File: src/rtl/VX_gpu_pkg.sv
// Shared KMU scheduler types: default geometry, credit-counter width helper,
// opaque task payload and the performance-counter bundle.
package VX_gpu_pkg;

   localparam int KMU_NUM_CORES    = 4;
   localparam int KMU_MAX_INFLIGHT = 2;
   localparam int KMU_TASK_WIDTH   = 64;

   function automatic int inflight_w(input int max_inflight);
      return (max_inflight < 1) ? 1 : $clog2(max_inflight + 1);
   endfunction

   localparam int INFLIGHT_W = inflight_w(KMU_MAX_INFLIGHT);

   typedef logic [KMU_TASK_WIDTH-1:0] kmu_task_t;

   typedef struct packed {
      logic [31:0] dispatched;
      logic [31:0] stalls;
   } kmu_sched_perf_t;

endpackage

File: src/rtl/kmu_rr_arbiter.sv
// Round-robin arbiter: scans requests starting one past the last accepted
// grant; the pointer only moves when the grant is actually taken.
module kmu_rr_arbiter #(
   parameter int NUM_REQ = 4,
   parameter int IDX_W   = (NUM_REQ > 1) ? $clog2(NUM_REQ) : 1
) (
   input  logic               i_clk,
   input  logic               i_reset,
   input  logic [NUM_REQ-1:0] i_req,
   input  logic               i_advance,
   output logic [NUM_REQ-1:0] o_grant,
   output logic [IDX_W-1:0]   o_grant_idx,
   output logic               o_any
);

   logic [IDX_W-1:0] r_last_grant;
   logic [IDX_W-1:0] w_cand;
   logic             w_found;
   int               w_pos;

   // NOTE: every signal assigned here gets a default first, so no path can infer a latch.
   always_comb begin
      o_grant     = '0;
      o_grant_idx = '0;
      w_found     = 1'b0;
      w_pos       = 0;
      w_cand      = '0;
      for (int k = 0; k < NUM_REQ; k++) begin
         w_pos = int'(r_last_grant) + 1 + k;
         if (w_pos >= NUM_REQ) w_pos = w_pos - NUM_REQ;
         w_cand = IDX_W'(w_pos);
         if (!w_found && i_req[w_cand]) begin
            w_found         = 1'b1;
            o_grant[w_cand] = 1'b1;
            o_grant_idx     = w_cand;
         end
      end
   end

   assign o_any = w_found;

   // NOTE: flops use non-blocking assignments so every register samples pre-edge values.
   always_ff @(posedge i_clk) begin
      if (!i_reset) begin
         r_last_grant <= IDX_W'(NUM_REQ - 1);
      end else if (i_advance && w_found) begin
         r_last_grant <= o_grant_idx;
      end
   end

endmodule

File: src/rtl/kmu_task_sched.sv
// Credit-based round-robin task scheduler with a registered output stage and
// drain/flush sequencing. Define KMU_SCHED_PERF_EN to add perf counters.
module kmu_task_sched
   import VX_gpu_pkg::*;
#(
   parameter int NUM_CORES    = KMU_NUM_CORES,
   parameter int MAX_INFLIGHT = KMU_MAX_INFLIGHT,
   parameter int TASK_WIDTH   = KMU_TASK_WIDTH
) (
   input  logic                  i_clk,
   input  logic                  i_reset,
   input  logic                  i_task_valid,
   input  logic [TASK_WIDTH-1:0] i_task_data,
   output logic                  o_task_ready,
   output logic [NUM_CORES-1:0]  o_core_valid,
   output logic [TASK_WIDTH-1:0] o_core_data,
   input  logic [NUM_CORES-1:0]  i_core_ready,
   input  logic [NUM_CORES-1:0]  i_core_done,
   input  logic                  i_flush_req,
   output logic                  o_flush_done,
   output logic                  o_busy,
   output logic                  o_err
`ifdef KMU_SCHED_PERF_EN
   ,
   output logic [31:0]           o_perf_dispatched,
   output logic [31:0]           o_perf_stalls
`endif
);

   localparam int IDX_W = (NUM_CORES > 1) ? $clog2(NUM_CORES) : 1;
   localparam int CNT_W = inflight_w(MAX_INFLIGHT);
   localparam logic [CNT_W-1:0] MAX_CNT = CNT_W'(MAX_INFLIGHT);

   localparam logic [1:0] ST_RUN   = 2'd0;
   localparam logic [1:0] ST_DRAIN = 2'd1;
   localparam logic [1:0] ST_DONE  = 2'd2;
   localparam logic [1:0] ST_HOLD  = 2'd3;

   logic                  r_stage_valid;
   logic [IDX_W-1:0]      r_stage_idx;
   logic [TASK_WIDTH-1:0] r_stage_data;
   logic [CNT_W-1:0]      r_inflight      [NUM_CORES];
   logic [CNT_W-1:0]      w_inflight_next [NUM_CORES];
   logic [1:0]            r_state;
   logic [1:0]            w_state_next;
   logic                  r_err;

   logic [NUM_CORES-1:0]  w_elig;
   logic [NUM_CORES-1:0]  w_grant;
   logic [NUM_CORES-1:0]  w_inc;
   logic [NUM_CORES-1:0]  w_dec;
   logic [NUM_CORES-1:0]  w_busy_core;
   logic [NUM_CORES-1:0]  w_next_busy;
   logic [IDX_W-1:0]      w_grant_idx;
   logic                  w_any_elig;
   logic                  w_consume;
   logic                  w_accept;
   logic                  w_stage_valid_next;
   logic                  w_drained;

   // Credits are reserved on stage entry, so the counters already cover the staged task.
   always_comb begin
      for (int i = 0; i < NUM_CORES; i++) begin
         w_elig[i]      = r_inflight[i] < MAX_CNT;
         w_busy_core[i] = r_inflight[i] != '0;
         w_dec[i]       = i_core_done[i] && w_busy_core[i];
      end
   end

   kmu_rr_arbiter #(
      .NUM_REQ (NUM_CORES),
      .IDX_W   (IDX_W)
   ) u_arbiter (
      .i_clk       (i_clk),
      .i_reset     (i_reset),
      .i_req       (w_elig),
      .i_advance   (w_accept),
      .o_grant     (w_grant),
      .o_grant_idx (w_grant_idx),
      .o_any       (w_any_elig)
   );

   assign w_consume    = r_stage_valid && i_core_ready[r_stage_idx];
   assign o_task_ready = (r_state == ST_RUN) && !i_flush_req &&
                         (!r_stage_valid || w_consume) && w_any_elig;
   assign w_accept     = i_task_valid && o_task_ready;
   assign w_inc        = w_accept ? w_grant : '0;

   always_comb begin
      for (int i = 0; i < NUM_CORES; i++) begin
         w_inflight_next[i] = r_inflight[i];
         if (w_inc[i] && !w_dec[i]) begin
            w_inflight_next[i] = r_inflight[i] + CNT_W'(1);
         end else if (!w_inc[i] && w_dec[i]) begin
            w_inflight_next[i] = r_inflight[i] - CNT_W'(1);
         end
         w_next_busy[i] = w_inflight_next[i] != '0;
      end
   end

   assign w_stage_valid_next = w_accept || (r_stage_valid && !w_consume);
   // Drain completes on post-update state so flush_done follows the last core_done directly.
   assign w_drained = !w_stage_valid_next && (w_next_busy == '0);

   always_comb begin
      w_state_next = r_state;
      case (r_state)
         ST_RUN:   if (i_flush_req) w_state_next = ST_DRAIN;
         ST_DRAIN: if (w_drained) w_state_next = ST_DONE;
         ST_DONE:  w_state_next = i_flush_req ? ST_HOLD : ST_RUN;
         default:  if (!i_flush_req) w_state_next = ST_RUN;
      endcase
   end

   always_ff @(posedge i_clk) begin
      if (!i_reset) begin
         r_stage_valid <= 1'b0;
         r_stage_idx   <= '0;
         r_state       <= ST_RUN;
         r_err         <= 1'b0;
         for (int i = 0; i < NUM_CORES; i++) r_inflight[i] <= '0;
      end else begin
         r_stage_valid <= w_stage_valid_next;
         if (w_accept) r_stage_idx <= w_grant_idx;
         r_state       <= w_state_next;
         r_err         <= r_err || (|(i_core_done & ~w_busy_core));
         for (int i = 0; i < NUM_CORES; i++) r_inflight[i] <= w_inflight_next[i];
      end
   end

   // NOTE: the payload register has no reset; it is only observed while r_stage_valid is set.
   always_ff @(posedge i_clk) begin
      if (w_accept) r_stage_data <= i_task_data;
   end

   always_comb begin
      o_core_valid = '0;
      if (r_stage_valid) o_core_valid[r_stage_idx] = 1'b1;
   end

   assign o_core_data  = r_stage_data;
   assign o_flush_done = (r_state == ST_DONE);
   assign o_busy       = r_stage_valid || (|w_busy_core);
   assign o_err        = r_err;

`ifdef KMU_SCHED_PERF_EN
   kmu_sched_perf_t r_perf;

   always_ff @(posedge i_clk) begin
      if (!i_reset) begin
         r_perf <= '0;
      end else begin
         if (w_consume) r_perf.dispatched <= r_perf.dispatched + 32'd1;
         if (i_task_valid && !o_task_ready) r_perf.stalls <= r_perf.stalls + 32'd1;
      end
   end

   assign o_perf_dispatched = r_perf.dispatched;
   assign o_perf_stalls     = r_perf.stalls;
`endif

endmodule

File: config.mk
export PLATFORM = sky130hd
export DESIGN_NAME = kmu_task_sched
export DESIGN_NICKNAME = d
export VERILOG_FILES = /design/src/rtl/VX_gpu_pkg.sv /design/src/rtl/kmu_rr_arbiter.sv /design/src/rtl/kmu_task_sched.sv
export SDC_FILE = /design/constraint.sdc
export NUM_CORES = 1
export LEC_CHECK = 0
export ABC_CLOCK_PERIOD_IN_PS = 5100
export CORE_ASPECT_RATIO = 0.7
export CORE_MARGIN = 2
export CORE_UTILIZATION = 40
export DETAILED_ROUTE_END_ITERATION = 10
export PLACE_DENSITY_LB_ADDON = 0.25
export SLEW_MARGIN = 20
export SYNTH_ARGS = -nofsm -noshare
export SYNTH_HDL_FRONTEND = slang
export SYNTH_HIERARCHICAL = 1
export SYNTH_SLANG_ARGS = --single-unit
File: constraint.sdc
create_clock -name i_clk -period 5.1 [get_ports i_clk]
set_input_delay 1.02 -clock i_clk [delete_from_list [all_inputs] [get_ports i_clk]]
set_output_delay 1.02 -clock i_clk [all_outputs]
set_load 0.01 [all_outputs]
==> run_results.csv, run 1 <==
group,metric,value,unit
worst_setup_path,worstSetupPathType,"reg -> out",
drt,antenna_left,0,
sta,final_max_slew_viol_count,0,
clock_tree,cts.repair.resized,0,
synthesis,synthCells,253,
synthesis,synth_top_area_frac,0.544,
grt,grt.total_usage,0.182,
clock_tree,clk_path_buf_depth,2,
drt,drt-vias-per-instance,4.83,
drt,post_drt_wl_per_cell,16.6,um
synthesis,ys_top_cells_by_count,"edfxtp_1, nand2_1, dfxtp_1",
die,io_pins,148,
layout,n_antenna_cell,0,
drt,wl,8830,um
synthesis,yosysMostFrequentCell,"edfxtp_1",
clock_tree,cts_hold_buf,0,
worst_setup_path,crit_start,"u_arbiter/r_last_grant[0]",
layout,nets,494,
synthesis,seq_area_frac_synth,0.635,
synthesis,synth_edf_count,64,
sta,rsz0062_at_grt,"false",
synthesis,yosysWarnings,6,
worst_setup_path,arrival,3.16,ns
hold_path,hold_path_end,"o_err",
sta,relSlewSlack,0.588,
synthesis,async_reset_ff_frac,0,
place,dp_hpwl,6730,um
clock_tree,clk_latency,0.33,ns
synthesis,synthFlopType,"edfxtp_1",
worst_setup_path,reg2reg_from,"u_arbiter/r_last_grant[0]",
synthesis,yosys_register_bits,80,
die,dieHeight,82.6,um
synthesis,synthTopCellsByArea,"edfxtp_1, dfxtp_1, ha_1",
grt,grt_max_degree,31,
place,io_buffers,147,
worst_setup_path,cp_max_fo,12,
layout,multi_input_area,1210,sq um
pwr,ir_drop,220,uV
die,dieWidth,116,um
worst_setup_path,reg2reg_slack,1.22,ns
sta,final.setup.tns,0,ns
clock_tree,cts-root-buf,"clkbuf_16",
sta,period_share,0.819,
status,outcome,"complete, no violations",
hold_path,hold_start,"o_err",
sta,setup_viol,0,
die,die_area,9610,sq um
die,core_area,8510,sq um
grt,antenna_found_initial,0,
clock_tree,cts_tree,"built",
synthesis,synth_nets,339,
sta,min_period,4.18,ns
grt,overflow,0,
drt,vias,2576,
die,core.rowCount,28,
drt,drc_errors,0,
die,start_util,0.415,
drt,drtIter0Drc,180,
layout,layout-drive-gt1-share,0.0920,
pwr,power,2.40,mW
worst_setup_path,end_kind,"output pin",
worst_setup_path,r2r.worst_path.cells,10,
layout,seqCellArea,2240,sq um
worst_setup_path,cp.required,4.08,ns
clock_tree,cts_made_buffers,9,
clock_tree,path_clk_slew,0.06,ns
pwr,leakagePower,1.95,nW
place,gp_congestion,0.890,
synthesis,synth.avg_cell_area,14.0,sq um
drt,dr.pass1.iters,4,
sta,hold_viol,0,
pwr,power.density,442,nW/um^2
sta,hold_slack,0.539,ns
worst_setup_path,worstSetupStartpointType,"flop",
hold_path,hold_class,"reg -> reg",
synthesis,yosysUniqueCellTypes,64,
layout,fill_cells,645,
grt,grt_pass1_vias,2481,
clock_tree,htreeDepth,3,
grt,grt_pass1_wl,12900,um
job,cap_violations,0,
clock_tree,cts_setup_buffers,0,
sta,skew,0.00482,ns
hold_path,whs_path_depth,2,
sta,fmax,0.239,GHz
clock_tree,clock-sinks,80,
worst_setup_path,timing.rr.end,"r_state[1]",
layout,area_growth,53.8,%
synthesis,syn_area,3530,sq um
synthesis,yosys.area.top_type,"edfxtp_1",
sta,tightestPinTransition,0.617,ns
==> area by class of cell <==
cell class	count	share of cell area
Clock buffer	10	0.0421
Clock inverter	6	0.0122
Inverter	13	0.00898
Multi-Input combinational cell	155	0.223
Sequential cell	80	0.413
Tap cell	120	0.0276
Timing Repair Buffer	149	0.274
==> cell usage in the layout, fill, tap and decap left out, drive strengths merged, types with 4 or more instances in the layout <==
| cell type | count |
|---|---|
| a21oi | 5 |
| nand2b | 5 |
| mux2 | 5 |
| mux2i | 6 |
| and3 | 5 |
| a222oi | 4 |
| nor2 | 15 |
| clkdlybuf4s50 | 147 |
| and2 | 6 |
| nand2 | 23 |
| nor2b | 8 |
| nand3 | 4 |
| o21ai | 7 |
| ha | 10 |
| dfxtp | 16 |
| xnor2 | 7 |
| clkbuf | 10 |
| edfxtp | 64 |
| inv | 15 |
==> flip-flops by register name, indices dropped and copies added, names as in the netlist <==
signal	flops
o_core_data	64
r_stage_valid	1
o_err	1
u_arbiter/r_last_grant	2
r_state	2
r_inflight	8
r_stage_idx	2
==> how the worst max path moves through the flow <==
stage                   end  slack [ns]
6_report       o_task_ready        0.92
5_1_grt        o_task_ready        0.69
4_1_cts        o_task_ready        0.91
3_5_place_dp     r_state[1]        1.22
3_3_place_gp   o_task_ready        1.34
2_1_floorplan    r_state[1]        0.38
==> power by group <==
group          internal [mW]  switching (mW)
logic                  0.443           0.451
clock network          0.381           0.254
registers              0.821          0.0512
total                   1.64           0.756
==> layer usage <==
| layer | global-route usage | vias to the layer above | part of all wire |
|---|---|---|---|
| met4 | 0.0595 | 0 | 0.0019 |
| met3 | 0.0854 | 3 | 0.088 |
| li1 | - | 1268 | - |
| met1 | 0.228 | 1205 | 0.42 |
| met2 | 0.281 | 100 | 0.49 |
| met5 | 0 | - | 0 |
==> worst max-delay path, stage by stage, from the launching register on <==
cell,delay [ns]
dfxtp_1,0.60
inv_1,0.24
ha_1,0.32
or4_1,0.51
a21oi_1,0.17
o21ai_1,0.13
nor3b_2,0.23
and2_1,0.16
clkdlybuf4s50_1,0.48
==> metrics by stage <==
stage                     setup slack (ns)  cells  instance area, sq um  utilization
after CTS                            0.906    533                  5430        0.638
final                                0.923    533                  5430        0.638
after global routing                 0.688    533                  5430        0.638
after global placement                1.34    517                  5140        0.604
after detailed placement              1.22    517                  5140        0.604
after floorplan                      0.383    253                  3530            -
==> cells by family after synthesis <==
logic type               count (synthesis)  share of synthesized area
AO/OA/AOI/OAI                           41                     0.0974
XOR/XNOR                                 9                     0.0262
adder cells (fa/ha/maj)                 10                     0.0354
buffers and inverters                   18                     0.0237
flip-flops                              80                      0.635
multiplexers                            13                     0.0524
AND/OR/NAND/NOR                         82                      0.130
Power figures use the tool's default switching activity.
==> run 2: changes to the inputs <==
ABC_CLOCK_PERIOD_IN_PS = 3350   (was 5100)
CORE_UTILIZATION = 39   (was 40)
clock period = 3.35 ns   (was 5.1 ns; I/O delays follow)
==> run 2 against run 1 <==
Against the previous run:
- clock skew rose by 0.0016 ns
- first-iteration DRC count fell by 12%
- die area rose by 2.5%
- clock power grew 47%
- cell area grew 2.0%
- cell count up 1.3%
==> run_results.csv, run 2 (synthesis results as in run 1) <==
group,metric,value,unit
layout,area_growth,56.9,%
clock_tree,cts_hold_buf,0,
worst_setup_path,reg2reg_from,"u_arbiter/r_last_grant[1]",
grt,overflow,0,
clock_tree,cts_made_buffers,9,
layout,final_cell_mix,"clkdlybuf4s50_1, edfxtp_1, nand2_1, dfxtp_1, nor2_1",
layout,layout-drive-gt1-share,0.130,
clock_tree,htreeDepth,3,
clock_tree,cts_tree,"built",
sta,final_max_slew_viol_count,0,
worst_setup_path,worstSetupStartpointType,"flop",
sta,fmax,0.314,GHz
clock_tree,cts-root-buf,"clkbuf_16",
drt,drt-vias-per-instance,4.96,
place,io_buffers,147,
die,dieWidth,118,um
die,core_area,8930,sq um
pwr,ir_drop,355,uV
sta,period_share,0.949,
job,cap_violations,0,
sta,hold_slack,0.540,ns
grt,grt_pass1_vias,2615,
worst_setup_path,crit_family,"simple AND/OR/NAND/NOR gates",
layout,multi_input_area,1270,sq um
die,core.rowCount,29,
clock_tree,path_clk_slew,0.05,ns
sta,relSlewSlack,0.595,
grt,grt.total_usage,0.178,
drt,vias,2680,
layout,fill_cells,713,
sta,skew,0.00644,ns
drt,dr.pass1.iters,4,
sta,rsz0062_at_grt,"false",
worst_setup_path,max_stage_delay,0.41,ns
layout,layout_commonest_cell,"clkdlybuf4s50_1",
place,place_area,5220,sq um
worst_setup_path,end_kind,"flop",
die,die_area,9850,sq um
sta,final.setup.tns,0,ns
die,io_pins,148,
grt,antenna_found_initial,0,
pwr,leakagePower,1.97,nW
layout,fin_area,5540,sq um
place,gp_congestion,0.859,
sta,min_period,3.18,ns
layout,seqCellArea,2250,sq um
drt,antenna_left,0,
die,start_util,0.396,
drt,wl,8640,um
die,dieHeight,83.6,um
sta,fin_ws,0.169,ns
sta,setup_viol,0,
worst_setup_path,cp.required,3.62,ns
place,dp_hpwl,6630,um
pwr,power.density,665,nW/um^2
grt,grt_max_degree,59,
worst_setup_path,arrival,3.45,ns
drt,drtIter0Drc,158,
worst_setup_path,crit_start,"u_arbiter/r_last_grant[1]",
worst_setup_path,worstSetupPathType,"reg -> reg",
clock_tree,clk_path_buf_depth,2,
clock_tree,clk_latency,0.33,ns
layout,n_antenna_cell,0,
hold_path,hold_class,"reg -> reg",
clock_tree,clock-sinks,80,
status,outcome,"complete, no violations",
worst_setup_path,crit_buf_inv,1,
sta,tightestPinTransition,0.606,ns
drt,post_drt_wl_per_cell,16.0,um
worst_setup_path,cp_max_fo,7,
layout,largest_reg_flops,64,
worst_setup_path,slowest_stage,"nor4b_1",
layout,nets,498,
sta,hold_viol,0,
place,post-place-ws,0.135,ns
worst_setup_path,crit_path_cell_trace,"inv_2 -> ha_2 -> or2_1 -> mux2i_4 -> and3b_2 -> a222oi_1 -> nand2_1 -> nor4b_1 -> o21ai_2 -> a2111oi_4 -> a31o_1",
grt,grt_pass1_wl,13500,um
drt,drc_errors,0,
hold_path,hold_start,"o_err",
[run 2: cell count changes in the layout (fill, tap and decap cells not counted), sizes merged]
| cell | before | now |
|---|---|---|
| buf | 2 | 6 |
| clkinv | 1 | 3 |
| inv | 15 | 13 |
| clkdlybuf4s50 | 147 | 146 |
| clkinvlp | 2 | 1 |
| dlymetal6s2s | 0 | 1 |
[run 2: timing repair]
item | CTS | global route
buffers inserted | 3 | 0
endpoints found under the setup margin | 1 | 1
gates resized for setup | 2 | 2
[run 2: layout make-up]
cell class / count / area share
sequential: 80 / 0.406
inverter: 13 / 0.00926
clock inverter: 5 / 0.0106
multi-input combinational: 155 / 0.229
timing repair buffer: 153 / 0.276
tap: 124 / 0.0280
clock buffer: 10 / 0.0413
[run 2: layer usage]
| layer | global-route usage | vias to the layer above | routed length (um) |
|---|---|---|---|
| met2 | 0.283 | 138 | 4050 |
| li1 | - | 1273 | - |
| met1 | 0.208 | 1255 | 3530 |
| met4 | 0.0570 | 0 | 138 |
| met5 | 0 | - | 0 |
| met3 | 0.0929 | 14 | 919 |
[run 2: worst paths after layout]
kind,end,slack (ns),cells after the start
setup reg to reg,r_state[1],0.17,11
hold reg to reg,o_err,0.54,2
hold / removal,o_err,0.54,2
setup / recovery,r_state[1],0.17,11
[run 2: where the power goes]
group | internal (mW) | switching, mW
combinational | 0.711 | 0.714
clock | 0.572 | 0.360
sequential | 1.25 | 0.0769
[run 2: through the flow]
step	utilization	power [mW]	cells
detailed placement	0.585	2.74	522
global route	0.621	3.88	540
finish	0.621	3.69	540
floorplan	-	2.23	253
global placement	0.585	2.72	522
CTS	0.620	3.70	540
[run 2: tightest hold or removal path: cells and delay by family, from the launching register on]
| family | cells | cell delay (ns) |
|---|---|---|
| flops | 1 | 0.31 |
| compound gates | 2 | 0.18 |
==> run 3: changes to the inputs <==
CELL_PAD_IN_SITES_DETAIL_PLACEMENT = 0   (was default)
CELL_PAD_IN_SITES_GLOBAL_PLACEMENT = 1   (was default)
CORE_UTILIZATION = 30   (was 39)
==> run 3 against run 2 <==
Against the previous run:
- total power is 1.6% lower
- critical path type is now reg -> out
- critical path depth down 3
- largest cell class unchanged
- flip-flop and latch count unchanged
==> run_results.csv, run 3 (synthesis results as in run 1) <==
group,metric,value,unit
worst_setup_path,cp_max_fo,7,
clock_tree,clk_latency,0.34,ns
sta,period_share,0.949,
place,gp_congestion,0.843,
sta,final.setup.tns,0,ns
sta,tightestPinTransition,0.701,ns
clock_tree,cts_tree,"built",
clock_tree,clk_path_buf_depth,2,
sta,fin_ws,0.171,ns
worst_setup_path,worstSetupPathType,"reg -> out",
die,core.rowCount,33,
die,dieWidth,134,um
worst_setup_path,worstSetupStartpointType,"flop",
clock_tree,cts_made_buffers,9,
grt,antenna_found_initial,0,
place,post-place-ws,0.160,ns
job,cap_violations,0,
clock_tree,path_clk_slew,0.06,ns
place,io_buffers,147,
die,start_util,0.304,
layout,multi_input_area,1260,sq um
worst_setup_path,end_kind,"output pin",
grt,grt_pass1_vias,2502,
drt,dr.pass1.iters,5,
layout,largest_reg_flops,64,
layout,layoutNonFillerInstCount,573,
sta,skew,0.00454,ns
clock_tree,cts-root-buf,"clkbuf_16",
place,place_area,5270,sq um
sta,fmax,0.315,GHz
layout,n_antenna_cell,0,
grt,grt.total_usage,0.138,
drt,vias,2574,
pwr,power,3.63,mW
drt,antenna_left,0,
die,dieHeight,94.8,um
drt,drtIter0Drc,107,
sta,hold_viol,0,
pwr,ir_drop,292,uV
die,core_area,11600,sq um
pwr,power.density,654,nW/um^2
status,outcome,"complete, no violations",
clock_tree,htreeDepth,3,
layout,final_util,0.478,
layout,layout_commonest_cell,"clkdlybuf4s50_1",
sta,min_period,3.18,ns
layout,final_cell_mix,"clkdlybuf4s50_1, edfxtp_1, nand2_1, dfxtp_1, nor2_1",
place,dp_cells,556,
pwr,leakagePower,1.95,nW
grt,overflow,0,
place,dp_hpwl,6930,um
layout,seqCellArea,2250,sq um
layout,fin_area,5550,sq um
drt,drt-vias-per-instance,4.49,
drt,wl,8840,um
sta,relSlewSlack,0.533,
sta,final_max_slew_viol_count,0,
grt,grt_max_degree,44,
layout,fill_cells,1021,
die,io_pins,148,
grt,grt_pass1_wl,13100,um
die,die_area,12700,sq um
sta,setup_viol,0,
clock_tree,clock-sinks,80,
sta,hold_slack,0.539,ns
layout,nets,497,
drt,drc_errors,0,
sta,rsz0062_at_grt,"false",
worst_setup_path,arrival,2.51,ns
worst_setup_path,cp.required,2.68,ns
hold_path,hold_class,"reg -> reg",
layout,layout-drive-gt1-share,0.130,
drt,post_drt_wl_per_cell,15.4,um
layout,area_growth,57.1,%
-- run 3: timing repair --
item,4_1_cts,5_1_grt
gates resized for setup,3,0
hold endpoints to repair,0,0
hold buffers,0,0
setup buffers,1,0
endpoints found under the setup margin,1,0
-- run 3: final cells by class --
class / count / area share
clock buffer: 9 / 0.0406
timing repair buffer: 152 / 0.274
inverter: 13 / 0.00924
clock inverter: 7 / 0.00834
tap: 157 / 0.0354
multi-input combinational: 155 / 0.228
sequential: 80 / 0.405
-- run 3: per-layer routing --
layer | vias to the layer above | routed length, um | GRT usage
li1 | 1273 | - | -
met3 | 13 | 742 | 0.0623
met1 | 1195 | 3840 | 0.170
met2 | 93 | 4090 | 0.215
met4 | 0 | 177 | 0.0505
met5 | - | 0 | 0
-- run 3: report_power, final --
| group | internal (mW) | total [mW] | switching (mW) | leakage (nW) |
|---|---|---|---|---|
| sequential | 1.25 | 1.32 | 0.0734 | 0.722 |
| combinational | 0.709 | 1.41 | 0.704 | 1.10 |
| clock | 0.500 | 0.890 | 0.391 | 0.129 |
-- run 3: worst max-delay path: stages, from the launching register on --
cell and delay (ns):
dfxtp_2 0.38, inv_2 0.08, ha_2 0.22, or4_1 0.52, a21oi_1 0.16, o21ai_1 0.13
nor3b_4 0.23, and2_1 0.16, dlygate4sd2_1 0.28
-- run 3: path summary, 6_finish.rpt --
kind	startpoint	endpoint	slack [ns]	cells past startpoint
hold reg to reg	r_stage_idx[0]	r_stage_idx[0]	0.54	2
setup reg to reg	u_arbiter/r_last_grant[1]	r_state[1]	0.22	11
setup / recovery	u_arbiter/r_last_grant[1]	o_task_ready	0.17	8
hold / removal	r_stage_idx[0]	r_stage_idx[0]	0.54	2
